--- config.mk ---
export PLATFORM = sky130hd
export DESIGN_NAME = ccd_line_pingpong_ctrl
export DESIGN_NICKNAME = d
export VERILOG_FILES = /design/src/rtl/ccd_line_pkg.sv /design/src/rtl/ccd_line_reader.sv /design/src/rtl/ccd_line_pingpong_ctrl.sv
export SDC_FILE = /design/constraint.sdc
export NUM_CORES = 1
export LEC_CHECK = 0
export BUFFER_PORTS_ARGS = -buffer_cell sky130_fd_sc_hd__buf_2
export CAP_MARGIN = 20
export CORE_MARGIN = 5
export CORE_UTILIZATION = 55
export DETAILED_ROUTE_END_ITERATION = 8
export PLACE_DENSITY = 0.78
export SETUP_SLACK_MARGIN = 0.15
export SYNTH_ARGS = -nofsm -noshare
export SYNTH_HDL_FRONTEND = slang
export SYNTH_SLANG_ARGS = --single-unit
--- constraint.sdc ---
create_clock -name clk -period 2.88 [get_ports clk]
set_clock_uncertainty 0.1 [all_clocks]
set_input_delay 0.288 -clock clk [delete_from_list [all_inputs] [get_ports clk]]
set_output_delay 0.288 -clock clk [all_outputs]
set_load 0.01 [all_outputs]
--- src/rtl/ccd_line_pkg.sv ---
// -----------------------------------------------------------------------------
// ccd_line_pkg
//
// Shared types for the CCD line-buffer ping-pong controller.
//   - wr_state_t : capture-side sequencing (WAIT_FRAME, ACTIVE)
//   - rd_state_t : readout-side sequencing (IDLE, READ)
//   - BANK_A / BANK_B : encoding of the two line-buffer RAMs
//   - bank_mask() : one-hot flag mask for a bank index
// -----------------------------------------------------------------------------
package ccd_line_pkg;

  typedef enum logic {
    WAIT_FRAME = 1'b0,
    ACTIVE     = 1'b1
  } wr_state_t;

  typedef enum logic {
    IDLE = 1'b0,
    READ = 1'b1
  } rd_state_t;

  localparam logic BANK_A = 1'b0;
  localparam logic BANK_B = 1'b1;

  // One-hot position of a bank inside the two-bit bank_full vector.
  function automatic logic [1:0] bank_mask(input logic bank);
    return (bank == BANK_B) ? 2'b10 : 2'b01;
  endfunction

endpackage : ccd_line_pkg

--- src/rtl/ccd_line_reader.sv ---
// -----------------------------------------------------------------------------
// ccd_line_reader
//
// Read-side sequencer for the ping-pong line buffers. Waits in IDLE until the
// bank it owns is flagged full, then presents that bank to the consumer and
// walks the read address one step per accepted rd_en. The read that consumes
// the last column raises o_bank_clr for one cycle so the top level can free
// the bank, and the reader moves on to the other bank.
//
// Ports
//   clk              in   pixel clock
//   aclr             in   asynchronous active-low reset
//   i_bank_full[1:0] in   full flags for bank A (bit 0) and bank B (bit 1)
//   i_rd_en          in   consumer pulls one pixel
//   o_line_avail     out  a full line is being presented (READ state)
//   o_rd_sel         out  bank being read (0=A, 1=B)
//   o_rd_add         out  read address into the selected bank
//   o_rd_data_valid  out  RAM read data valid (one cycle after accepted rd_en)
//   o_bank_clr       out  strobe: the bank on o_rd_sel is now empty
// -----------------------------------------------------------------------------
module ccd_line_reader
  import ccd_line_pkg::*;
#(
  parameter int COLUMN_SIZE = 1280,
  parameter int ADDR_W      = 11
) (
  input  logic              clk,
  input  logic              aclr,
  input  logic [1:0]        i_bank_full,
  input  logic              i_rd_en,
  output logic              o_line_avail,
  output logic              o_rd_sel,
  output logic [ADDR_W-1:0] o_rd_add,
  output logic              o_rd_data_valid,
  output logic              o_bank_clr
);

  localparam logic [ADDR_W-1:0] LAST_COL = ADDR_W'(COLUMN_SIZE - 1);

  rd_state_t         r_rd_state;
  logic              r_rd_bank;
  logic [ADDR_W-1:0] r_rd_add;
  logic              r_rd_data_valid;

  logic w_rd_accept;
  logic w_rd_last;

  // rd_en only counts while a line is presented; in IDLE it is ignored.
  assign w_rd_accept = (r_rd_state == READ) && i_rd_en;
  assign w_rd_last   = w_rd_accept && (r_rd_add == LAST_COL);

  // NOTE: every state register here uses <= so all of them sample the same
  // pre-edge values; blocking assignments would let later lines see updates.
  // NOTE: only control registers are reset; the RAM contents are not, since
  // the full flags already say whether a bank holds meaningful data.
  always_ff @(posedge clk or negedge aclr) begin
    if (!aclr) begin
      r_rd_state      <= IDLE;
      r_rd_bank       <= BANK_A;
      r_rd_add        <= '0;
      r_rd_data_valid <= 1'b0;
    end else begin
      // The RAM has one cycle of read latency.
      r_rd_data_valid <= w_rd_accept;
      case (r_rd_state)
        IDLE: begin
          if (i_bank_full[r_rd_bank]) begin
            r_rd_state <= READ;
            r_rd_add   <= '0;
          end
        end
        READ: begin
          if (w_rd_last) begin
            r_rd_add   <= '0;
            r_rd_bank  <= ~r_rd_bank;
            r_rd_state <= IDLE;
          end else if (w_rd_accept) begin
            r_rd_add <= r_rd_add + ADDR_W'(1);
          end
        end
        default: r_rd_state <= IDLE;
      endcase
    end
  end

  assign o_line_avail    = (r_rd_state == READ);
  assign o_rd_sel        = r_rd_bank;
  assign o_rd_add        = r_rd_add;
  assign o_rd_data_valid = r_rd_data_valid;
  assign o_bank_clr      = w_rd_last;

endmodule : ccd_line_reader

--- src/rtl/ccd_line_pingpong_ctrl.sv ---
// -----------------------------------------------------------------------------
// ccd_line_pingpong_ctrl
//
// Ping-pong sequencer for the two CCD line-buffer RAMs. The write side accepts
// capture pixels into the bank selected by wr_bank, counting columns in step
// with the external write-address generator (which increments on each wren),
// and flags a bank full once a whole line has landed. The read side
// (ccd_line_reader) drains full banks for the demosaic stage and frees them.
// A pixel whose target bank is still full is dropped and sets a sticky
// overflow flag. Frames are armed by frame_start and end after ROW_SIZE lines.
//
// Ports
//   clk              in   pixel clock
//   aclr             in   asynchronous active-low reset (shared with the
//                         write-address generator)
//   i_frame_start    in   pulse: arm capture of a new frame
//   i_pix_valid      in   capture pixel present this cycle
//   o_rama_wren      out  bank A write enable / address increment
//   o_ramb_wren      out  bank B write enable / address increment
//   o_wr_row         out  lines completed in the current frame
//   o_frame_done     out  one-cycle pulse after the last line of a frame
//   o_overflow       out  sticky: a pixel was dropped on a full bank
//   i_rd_en          in   consumer pulls one pixel
//   o_line_avail     out  a full line is being presented for reading
//   o_rd_sel         out  bank being read (0=A, 1=B)
//   o_rd_add         out  read address into the selected bank
//   o_rd_data_valid  out  read data valid, one cycle after an accepted rd_en
//
// Parameters must satisfy 2**ADDR_W >= COLUMN_SIZE and 2**ROW_W >= ROW_SIZE.
// -----------------------------------------------------------------------------
module ccd_line_pingpong_ctrl
  import ccd_line_pkg::*;
#(
  parameter int COLUMN_SIZE = 1280,
  parameter int ROW_SIZE    = 1024,
  parameter int ADDR_W      = 11,
  parameter int ROW_W       = 10
) (
  input  logic              clk,
  input  logic              aclr,
  input  logic              i_frame_start,
  input  logic              i_pix_valid,
  output logic              o_rama_wren,
  output logic              o_ramb_wren,
  output logic [ROW_W-1:0]  o_wr_row,
  output logic              o_frame_done,
  output logic              o_overflow,
  input  logic              i_rd_en,
  output logic              o_line_avail,
  output logic              o_rd_sel,
  output logic [ADDR_W-1:0] o_rd_add,
  output logic              o_rd_data_valid
);

  localparam logic [ADDR_W-1:0] LAST_COL = ADDR_W'(COLUMN_SIZE - 1);
  // One extra bit so the end-of-frame compare works even when ROW_SIZE is
  // exactly 2**ROW_W (wr_row then rolls to 0 on the final line).
  localparam logic [ROW_W:0]    ROW_END  = (ROW_W + 1)'(ROW_SIZE);

  wr_state_t         r_wr_state;
  logic              r_wr_bank;
  logic [ADDR_W-1:0] r_wr_col;
  logic [ROW_W-1:0]  r_wr_row;
  logic              r_frame_done;
  logic              r_overflow;
  logic [1:0]        r_bank_full;

  logic              w_active;
  logic              w_target_full;
  logic              w_accept;
  logic              w_drop;
  logic              w_line_end;
  logic [ROW_W:0]    w_row_inc;
  logic              w_frame_end;
  logic [1:0]        w_set_mask;
  logic [1:0]        w_clr_mask;
  logic              w_rd_clr;
  logic              w_rd_sel;

  assign w_active      = (r_wr_state == ACTIVE);
  assign w_target_full = r_bank_full[r_wr_bank];
  assign w_accept      = w_active && i_pix_valid && !w_target_full;
  assign w_drop        = w_active && i_pix_valid &&  w_target_full;
  assign w_line_end    = w_accept && (r_wr_col == LAST_COL);
  assign w_row_inc     = {1'b0, r_wr_row} + (ROW_W + 1)'(1);
  assign w_frame_end   = w_line_end && (w_row_inc == ROW_END);

  // Write enables are combinational so the address generator advances in the
  // same cycle as the pixel it stores.
  assign o_rama_wren = w_accept && (r_wr_bank == BANK_A);
  assign o_ramb_wren = w_accept && (r_wr_bank == BANK_B);

  // A set needs the bank empty and a clear needs the read bank full, so the
  // two masks never hit the same bit in one cycle.
  assign w_set_mask = w_line_end ? bank_mask(r_wr_bank) : 2'b00;
  assign w_clr_mask = w_rd_clr   ? bank_mask(w_rd_sel)  : 2'b00;

  always_ff @(posedge clk or negedge aclr) begin
    if (!aclr) begin
      r_wr_state   <= WAIT_FRAME;
      r_wr_bank    <= BANK_A;
      r_wr_col     <= '0;
      r_wr_row     <= '0;
      r_frame_done <= 1'b0;
      r_overflow   <= 1'b0;
      r_bank_full  <= 2'b00;
    end else begin
      r_frame_done <= 1'b0;
      r_bank_full  <= (r_bank_full | w_set_mask) & ~w_clr_mask;

      if (w_accept) begin
        if (w_line_end) begin
          r_wr_col  <= '0;
          r_wr_bank <= ~r_wr_bank;
          r_wr_row  <= w_row_inc[ROW_W-1:0];
          if (w_frame_end) begin
            r_frame_done <= 1'b1;
            r_wr_state   <= WAIT_FRAME;
          end
        end else begin
          r_wr_col <= r_wr_col + ADDR_W'(1);
        end
      end

      if (w_drop) begin
        r_overflow <= 1'b1;
      end

      // frame_start wins over the updates above for row count, overflow and
      // state. Column, bank and full flags are left alone so a partial line
      // stays aligned with the external write-address generator.
      if (i_frame_start) begin
        r_wr_row   <= '0;
        r_overflow <= 1'b0;
        r_wr_state <= ACTIVE;
      end
    end
  end

  ccd_line_reader #(
    .COLUMN_SIZE (COLUMN_SIZE),
    .ADDR_W      (ADDR_W)
  ) u_reader (
    .clk             (clk),
    .aclr            (aclr),
    .i_bank_full     (r_bank_full),
    .i_rd_en         (i_rd_en),
    .o_line_avail    (o_line_avail),
    .o_rd_sel        (w_rd_sel),
    .o_rd_add        (o_rd_add),
    .o_rd_data_valid (o_rd_data_valid),
    .o_bank_clr      (w_rd_clr)
  );

  assign o_rd_sel     = w_rd_sel;
  assign o_wr_row     = r_wr_row;
  assign o_frame_done = r_frame_done;
  assign o_overflow   = r_overflow;

endmodule : ccd_line_pingpong_ctrl

==> out/results.txt, run 1 <==
Number of global-route vias before repair: 1667
Cell-internal power: 1020 µW
Drt via density: 5.97
Post-CTS Hold Fix Bufs: 0
Bufs on Longest Clock Path: 2
N_diodes: 0
Via count: 1762
Worst skew pair latency: 0.30 ns
Ys flop type: dfrtp_1
Post-layout minimum cycle time: 2.40 ns
Largest net degree at the start of global routing: 42
Hold crit path type: input pin to asynchronous set/reset pin
Combinational power share: 14.5%
Worst path bufs/invs: 0
Rel. slew slack: 41.6%
Final #Nets: 255
Psw: 407 µW
Switching share of power: 28.6%
WP data required: 3.01 ns
Multi-input gate area in the final layout: 991 µm²
Critical Path End: o_wr_row[8]
First-iteration detailed-routing DRC count: 165
CTS Root Buffer Type: clkbuf_8
Placed cells: 287
Layout cell share with drive strength beyond 1: 18.6%
RR Startpoint: r_wr_col[8]
RSZ-0062 raised after global routing: false
Top-count cell post-synth: dfrtp_1
Synth top area share: 49.7%
Initial antenna violation count: 0
Sequential share of the synthesized area: 49.7%
Part of the cycle the worst path needs: 83.5%
Slowest library cell on the worst path: or4_4
Total Die Area: 5080 µm²
Mapped Cells: 212
GP Congestion: 0.824
Commonest cells post-synth: 41 x dfrtp_1, 23 x nand2_1, 17 x a21oi_1, 14 x nor2_1
Register area: 1030 µm²
R2R setup slack: 0.48 ns
Clock sinks: 41
FF-to-FF End: o_wr_row[8]
Setup CP Type: flip-flop to flip-flop
Net Count, Synth: 221
Peak VDD IR: 419 µV
I/O Buffers: 32
Crit path cell chain: or4bb_1 -> or4_4 -> or4_1 -> a21oi_1
Endpoints failing hold: 0
Crit path capture type: flip-flop
Post-Layout Cell Count: 295
I/O Pins: 33
Detailed Place HPWL: 3220 µm
Top delay family on crit path: simple AND/OR/NAND/NOR gates
Critical path origin: r_wr_col[8]
Detail Route Antenna Nets: 0
Congestion Overflow GR: 0
EDFF count, synth: 0
Starting Density: 56.4%
Critical path's largest stage delay: 0.58 ns
GRT Total Usage: 19.4%
Area leader, netlist: dfrtp_1
Max Cap Viol: 0
Post-CTS setup buffer count: 0
Layout filler cell count: 287
Area Overhead vs Synth: 15.2%
Leakage dissipation: 0.00107 µW
Synth top area cells: dfrtp_1 50%, nand2_1 4.2%, a21oi_1 4.1%
Reg2reg path depth: 4
Die height: 71.3 µm
Synth cell types: 42
Synthesis Warnings: 0
First-pass GRT wire length: 7850 µm
H-tree depth: 2
Startpoint Class: flip-flop
Clock share of power: 33.7%
Mapped Area: 2070 µm²
Pwr/cell area: 598 nW/µm²
DRT Wirelength: 4550 µm
CTS buffer count: 5
Worst EP arrival: 2.53 ns
DR pass1 iterations: 4
Core outline area: 3660 µm²
Setup violations, final: 0
DRC viols: 0
Crit-path max FO: 22
Post-Place Worst Slack: 0.497 ns
Core Rows: 22
Status: finished clean
Synth Area per Inst: 9.74 µm²
Reg power frac: 51.8%
Seq cells post-synth: 41
Die width: 71.3 µm
Worst Tran Pin Value: 0.876 ns
Fin. max-slew vios: 0
Final setup margin: 0.475 ns
Critical Path Stages: 4
Achievable Freq: 0.416 GHz
Post_cts resized: 0
Setup TNS: 0 ns
Async set-reset flop share out of synthesis: 100%
DR WL/cell: 15.4 µm
Clk slew on worst S/H paths: 0.08 ns
TritonCTS clock tree: done
==> stage by stage <==
stage | utilization [%] | cell area [µm²] | total power, µW | hold slack [ns]
after detailed placement | 61.8 | 2260 | 956 | 0.363
after global placement | 61.8 | 2260 | 943 | 0.362
after global routing | 65.0 | 2380 | 1490 | 0.0661
after floorplan | - | 2070 | 855 | -0.108
after CTS | 65.0 | 2380 | 1430 | 0.0331
final | 65.0 | 2380 | 1420 | 0.00431
==> area by class of cell <==
cell class	instances	area share (%)
Timing Repair Buffer	33	7.05
Clock inverter	1	1.26
Sequential cell	41	43.1
Multi-Input combinational cell	160	41.6
Inverter	5	0.789
Tap cell	48	2.52
Clock buffer	7	3.63
==> cells by family (layout without fill, tap and decap cells) <==
group | count (synthesis) | after routing | synth area share, %
buffers and inverters | 11 | 46 | 2.36
multiplexers | 2 | 2 | 1.27
AND/OR/NAND/NOR | 92 | 92 | 24.4
flip-flops | 41 | 41 | 49.7
AO/OA/AOI/OAI | 51 | 51 | 15.3
XOR/XNOR | 11 | 11 | 4.66
adder cells (fa/ha/maj) | 4 | 4 | 2.42
==> power by group through the flow <==
stage	combinational (µW)	clock, µW	sequential [µW]
2_1_floorplan	114	0	741
3_3_place_gp	202	0	741
3_5_place_dp	209	0	747
4_1_cts	210	488	735
5_1_grt	232	512	750
6_report	207	479	737
==> flip-flops by register name, summed over array words and instances (netlist names) <==
| register | flops |
|---|---|
| o_overflow | 1 |
| u_reader.o_rd_add | 11 |
| o_wr_row | 10 |
| u_reader.o_rd_sel | 1 |
| r_wr_state | 1 |
| r_wr_bank | 1 |
| r_bank_full | 2 |
| o_frame_done | 1 |
| r_wr_col | 11 |
| u_reader.o_line_avail | 1 |
| u_reader.o_rd_data_valid | 1 |
==> cells in the final DEF, fill, tap and decap left out, types with 4 or more instances in the layout <==
cell,instances
a21oi_1,17
buf_2,32
clkbuf_8,6
dfrtp_1,41
ha_1,4
inv_1,5
nand2_1,23
nand3_1,12
nand4_1,6
nor2_1,14
o21ai_0,12
o31ai_1,10
or3_1,6
or4_1,10
xnor2_1,6
xor2_1,5
==> worst min path at each step <==
stage / slack [ns] / start / depth (start not counted) / to
after floorplan: -0.11 / aclr / 0 / o_frame_done
after global placement: 0.36 / aclr / 1 / o_wr_row[6]
after detailed placement: 0.36 / aclr / 1 / o_wr_row[6]
after CTS: 0.03 / aclr / 1 / o_wr_row[6]
after global routing: 0.07 / aclr / 1 / o_wr_row[6]
final: 0.004 / aclr / 1 / o_wr_row[5]
==> routing by layer <==
layer	vias to the layer above	global-route usage, %	share of wire [%]
li1	859	-	-
met1	844	26.4	46
met2	49	29.6	46
met3	10	5.47	5.9
met4	0	7.10	1.9
met5	-	0	0
Note: power is estimated with default switching activity, not from simulation.
==> inputs of run 2 (changes only) <==
--- a/config.mk
+++ b/config.mk
@@ -5,12 +5,13 @@
 export SDC_FILE = /design/constraint.sdc
 export NUM_CORES = 1
 export LEC_CHECK = 0
+export ABC_AREA = 1
 export BUFFER_PORTS_ARGS = -buffer_cell sky130_fd_sc_hd__buf_2
 export CAP_MARGIN = 20
 export CORE_MARGIN = 5
 export CORE_UTILIZATION = 55
 export DETAILED_ROUTE_END_ITERATION = 8
-export PLACE_DENSITY = 0.78
+export PLACE_DENSITY = 0.77
 export SETUP_SLACK_MARGIN = 0.15
 export SYNTH_ARGS = -nofsm -noshare
 export SYNTH_HDL_FRONTEND = slang
==> constraint.sdc (replaced) <==
create_clock -name clk -period 2.31 [get_ports clk]
set_clock_uncertainty 0.1 [all_clocks]
set_input_delay 0.231 -clock clk [delete_from_list [all_inputs] [get_ports clk]]
set_output_delay 0.231 -clock clk [all_outputs]
set_load 0.01 [all_outputs]
==> run 2 against run 1 <==
  * Register-to-register slack got worse by 0.09 ns
  * Via count grew 16%
  * Critical path depth grew 4
  * Die area is 12% higher
  * Count of clock-buffer cells in the layout fell by 2
  * Power is 2.9% higher
  * Global-route usage down 0.44 points
  * Critical path type unchanged
  * Largest power group unchanged
  * Highest routed layer unchanged
==> out/results.txt, run 2 <==
Status: finished clean
Worst path bufs/invs: 1
Mapped Cells: 307
DR pass1 iterations: 4
GP Congestion: 0.813
Setup violations, final: 0
Synth Area per Inst: 7.67 µm²
Sequential share of the synthesized area: 43.5%
Placed cells: 383
Async set-reset flop share out of synthesis: 100%
Setup TNS: 0 ns
WP data required: 2.39 ns
Synthesis Warnings: 0
Die height: 75.5 µm
Die width: 75.5 µm
Core Rows: 23
H-tree depth: 2
Setup CP Type: flip-flop to flip-flop
Crit-path max FO: 8
Bufs on Longest Clock Path: 2
Synth cell types: 29
Worst Tran Pin Value: 0.874 ns
Core outline area: 4090 µm²
GRT Total Usage: 19.0%
Commonest cells post-synth: 87 x nand2_1, 41 x dfrtp_1, 39 x inv_1, 36 x nor2_1, 23 x nand3_1
Worst Hold Launch: i_rd_en
Top-count cell post-synth: nand2_1
DRC viols: 0
Largest net degree at the start of global routing: 42
Post_cts resized: 0
Post-CTS Hold Fix Bufs: 2
Cell mode on critical path: nand2_1
Congestion Overflow GR: 0
RR Startpoint: u_reader.o_rd_add[0]
Post-layout minimum cycle time: 1.93 ns
Clk slew on worst S/H paths: 0.07 ns
Via count: 2050
Max Cap Viol: 0
Achievable Freq: 0.519 GHz
TritonCTS clock tree: done
Synth top area share: 43.5%
Drt via density: 5.24
Hold crit path type: input pin to flip-flop
Detail Route Antenna Nets: 0
RSZ-0062 raised after global routing: false
Startpoint Class: flip-flop
Mapped Area: 2360 µm²
Synth top area cells: dfrtp_1 44%, nand2_1 14%, inv_1 6.2%
Pwr/cell area: 560 nW/µm²
Final #Nets: 351
Fin. max-slew vios: 0
First-iteration detailed-routing DRC count: 99
Post-Layout Cell Count: 391
I/O Buffers: 32
Layout cell share with drive strength beyond 1: 17.6%
Leakage dissipation: 0.00139 µW
Final setup margin: 0.383 ns
Most frequent cells in the layout: 87 x nand2_1, 41 x dfrtp_1, 39 x inv_1
Number of global-route vias before repair: 1969
Top delay family on crit path: simple AND/OR/NAND/NOR gates
Detailed Place HPWL: 3520 µm
Post-Place Worst Slack: 0.416 ns
Slowest library cell on the worst path: dfrtp_1
Endpoints failing hold: 0
Starting Density: 57.7%
Worst skew pair latency: 0.29 ns
Net Count, Synth: 316
DR WL/cell: 12.5 µm
Critical path origin: u_reader.o_rd_add[0]
Worst EP arrival: 2.01 ns
N_diodes: 0
I/O Pins: 33
Seq cells post-synth: 41
Area Overhead vs Synth: 11.0%
Part of the cycle the worst path needs: 83.4%
Crit path cell chain: ha_1 -> nand3_1 -> nor2_2 -> nand3_2 -> nand2_1 -> nand2_1 -> inv_2 -> nor2_1
Total Die Area: 5690 µm²
Post-CTS setup buffer count: 0
First-pass GRT wire length: 8340 µm
Clock sinks: 41
CTS Root Buffer Type: clkbuf_8
Fin util: 64.0%
Peak VDD IR: 371 µV
Area leader, netlist: dfrtp_1
Critical path's largest stage delay: 0.47 ns
Worst hold slack: 0.122 ns
Initial antenna violation count: 0
Commonest non-fill, non-tap cell in the layout: nand2_1
DRT Wirelength: 4870 µm
Ys flop type: dfrtp_1
CTS buffer count: 5
Crit path capture type: flip-flop
Rel. slew slack: 41.8%
EDFF count, synth: 0
run 2: cell types whose count changed after synthesis, moves of 11 or more:
cell / before / now
inv_1: 5 / 39
nand2_1: 23 / 87
nand3_1: 12 / 23
nand3_2: 0 / 11
nor2_1: 14 / 36
a21oi_1: 17 / 2
run 2: layout make-up:
cell class	instances	area (µm²)
clock inverters	1	5.00
well taps	50	62.6
clock buffers	5	68.8
flip-flops and latches	41	1030
repair buffers	34	180
inverters	42	158
multi-input cells	218	1120
fillers	353	1470
run 2: kinds of logic (layout without fill, tap and decap cells):
group / count (synthesis) / after routing / synth area share [%]
adder cells (fa/ha/maj): 4 / 4 / 2.12
AND/OR/NAND/NOR: 185 / 185 / 37.3
AO/OA/AOI/OAI: 21 / 21 / 4.99
flip-flops: 41 / 41 / 43.5
buffers and inverters: 48 / 82 / 9.08
XOR/XNOR: 8 / 8 / 2.97
run 2: stage by stage:
stage / area [µm²] / total power (µW)
3_3_place_gp: 2520 / 1040
3_5_place_dp: 2520 / 1050
6_report: 2620 / 1470
5_1_grt: 2620 / 1540
2_1_floorplan: 2360 / 955
4_1_cts: 2620 / 1480
run 2: routing by layer:
layer	share of wire [%]	wire length, µm	track usage [%]	up-vias
met4	0.86	42	6.41	0
met3	4.7	230	4.22	4
met1	47	2310	24.3	955
met2	47	2290	31.7	41
li1	-	-	-	1050
met5	0	0	0	-
run 2: worst paths after layout:
path                                             to  slack, ns  cells past startpoint
setup / recovery               u_reader.o_rd_add[7]       0.38                      8
hold / removal             u_reader.o_rd_data_valid       0.12                      3
setup reg to reg               u_reader.o_rd_add[7]       0.38                      8
hold reg to reg                          o_overflow       0.42                      2
max in group asynchronous               o_wr_row[5]       1.07                      2
min in group asynchronous               o_wr_row[3]       0.49                      2
run 2: power by group:
group	switching [µW]	internal, µW
Clock	230	199
Combinational	119	79.1
Sequential	74.9	763
Total	424	1040
run 2: tightest hold or removal path, cell delays in order:
cell,delay [ns]
buf_2,0.07
nand2_1,0.05
inv_1,0.10
==> inputs of run 3 (changes only) <==
==> constraint.sdc (replaced) <==
create_clock -name clk -period 1.8 [get_ports clk]
set_clock_uncertainty 0.1 [all_clocks]
set_input_delay 0.18 -clock clk [delete_from_list [all_inputs] [get_ports clk]]
set_output_delay 0.18 -clock clk [all_outputs]
set_load 0.01 [all_outputs]
==> run 3 against run 2 <==
  * Critical path depth stayed put
  * Final cell count is 3.8% higher
  * Core utilization is 4.5 points higher
  * Non-clock buffer count is 13 higher
  * Clock power is 36% higher
  * Count of clock-buffer cells in the layout is 1 higher
  * Fmax is 18% higher
  * Worst setup slack worse by 0.21 ns
  * Cell area is 7.0% higher
==> out/results.txt, run 3 (synthesis results as in run 2) <==
Status: finished clean
Clock sinks: 41
Final #Nets: 364
Initial antenna violation count: 0
Via count: 2151
Setup CP Type: flip-flop to flip-flop
TritonCTS clock tree: done
Peak VDD IR: 628 µV
Crit-path max FO: 6
Detail Route Antenna Nets: 0
Post-layout minimum cycle time: 1.63 ns
Setup TNS: 0 ns
Die width: 75.5 µm
GP Congestion: 0.840
Worst EP arrival: 1.76 ns
Post-Place Worst Slack: 0.0905 ns
Worst skew pair latency: 0.29 ns
Pwr/cell area: 703 nW/µm²
Setup violations, final: 0
Area Overhead vs Synth: 18.9%
Starting Density: 57.7%
First-pass GRT wire length: 8590 µm
DRC viols: 0
RSZ-0062 raised after global routing: true
H-tree depth: 2
WP data required: 1.93 ns
Die height: 75.5 µm
Critical path's largest stage delay: 0.42 ns
Hold crit path type: input pin to flip-flop
Clk slew on worst S/H paths: 0.08 ns
Largest net degree at the start of global routing: 42
Post-route cell area: 2800 µm²
DR WL/cell: 13.0 µm
Leakage dissipation: 0.00146 µW
Crit path capture type: flip-flop
Core outline area: 4090 µm²
Startpoint Class: flip-flop
Total Die Area: 5690 µm²
Layout cell share with drive strength beyond 1: 24.7%
DR pass1 iterations: 4
Top delay family on crit path: simple AND/OR/NAND/NOR gates
Detailed Place HPWL: 3710 µm
Achievable Freq: 0.614 GHz
Rel. slew slack: 65.4%
CTS Root Buffer Type: clkbuf_8
DRT Wirelength: 5260 µm
Worst hold slack: 0.0813 ns
Final setup margin: 0.171 ns
I/O Buffers: 32
Core Rows: 23
Bufs on Longest Clock Path: 2
Worst Tran Pin Value: 0.518 ns
First-iteration detailed-routing DRC count: 166
Slowest library cell on the worst path: dfrtp_1
Worst path bufs/invs: 1
Placed cell area: 2590 µm²
Crit path cell chain: ha_4 -> nand3_2 -> nor3_2 -> nand2_2 -> nor2_4 -> buf_6 -> nand4_1 -> nand2_1
Fin. max-slew vios: 0
Congestion Overflow GR: 0
I/O Pins: 33
N_diodes: 0
Drt via density: 5.30
Most frequent cells in the layout: 85 x nand2_1, 39 x dfrtp_1, 38 x inv_1
CTS buffer count: 5
Endpoints failing hold: 0
Max Cap Viol: 0
GRT Total Usage: 19.8%
Part of the cycle the worst path needs: 90.5%
Commonest non-fill, non-tap cell in the layout: nand2_1
Number of global-route vias before repair: 1918
-- run 3: cell types whose count changed in the layout (fill, tap and decap cells not counted), moves of 2 or more --
cell,previous run,this run
nand3_1,23,18
nand2_1,87,85
dfrtp_2,0,2
ha_1,4,2
buf_6,0,2
dfrtp_1,41,39
nand3_2,11,16
buf_4,0,11
-- run 3: worst reg2reg max path, stage by stage (launching register included) --
cell     delay, ns
dfrtp_1       0.42
ha_4          0.18
nand3_2       0.08
nor3_2        0.14
nand2_2       0.10
nor2_4        0.23
buf_6         0.17
nand4_1       0.08
nand2_1       0.08
-- run 3: path summary, 6_finish.rpt --
path                            slack (ns)                       end        start  depth (start not counted)
worst max-delay path                  0.17               o_wr_row[4]  r_wr_col[1]                          8
worst min-delay path                  0.08  u_reader.o_rd_data_valid      i_rd_en                          3
worst max register to register        0.17               o_wr_row[4]  r_wr_col[1]                          8
worst min register to register        0.40                r_wr_state   r_wr_state                          2
max in group asynchronous             0.84      u_reader.o_rd_add[0]         aclr                          3
min in group asynchronous             0.37               o_wr_row[2]         aclr                          3
-- run 3: power by group --
part / switching, µW / internal [µW] / total [µW] / leakage, µW
Sequential: 75.1 / 980 / 1050 / 0.000505
Clock: 313 / 269 / 582 / 0.0000450
Combinational: 195 / 138 / 333 / 0.000915
-- run 3: final cells by class --
class	count	area, µm²
tap	50	62.6
timing repair buffer	47	285
multi-input combinational	218	1170
clock inverter	2	10.0
clock buffer	6	72.6
fill	334	1290
inverter	42	168
sequential	41	1030
-- run 3: per-layer routing --
metal  share of wire (%)  up-vias  track usage [%]
met2                  49       60             32.1
met3                 4.1        6             4.62
met4                0.99        0             6.21
li1                    -     1086                -
met1                  46      999             26.3
met5                   0        -                0
-- run 3: per-stage QoR --
| step | instances | total power [µW] | util [%] |
|---|---|---|---|
| global placement | 392 | 1370 | 63.4 |
| floorplan | 307 | 1230 | - |
| CTS | 404 | 1980 | 66.5 |
| finish | 406 | 1970 | 68.5 |
| detailed placement | 392 | 1370 | 63.4 |
| global route | 406 | 2080 | 68.5 |
-- run 3: what timing repair did --
item	4_1_cts	5_1_grt
endpoints found under the hold margin	42	0
setup buffers	2	2
gates cloned	0	0
pin swaps	0	3
hold buffers	2	0
gates resized for setup	3	21
setup endpoints to repair	17	26
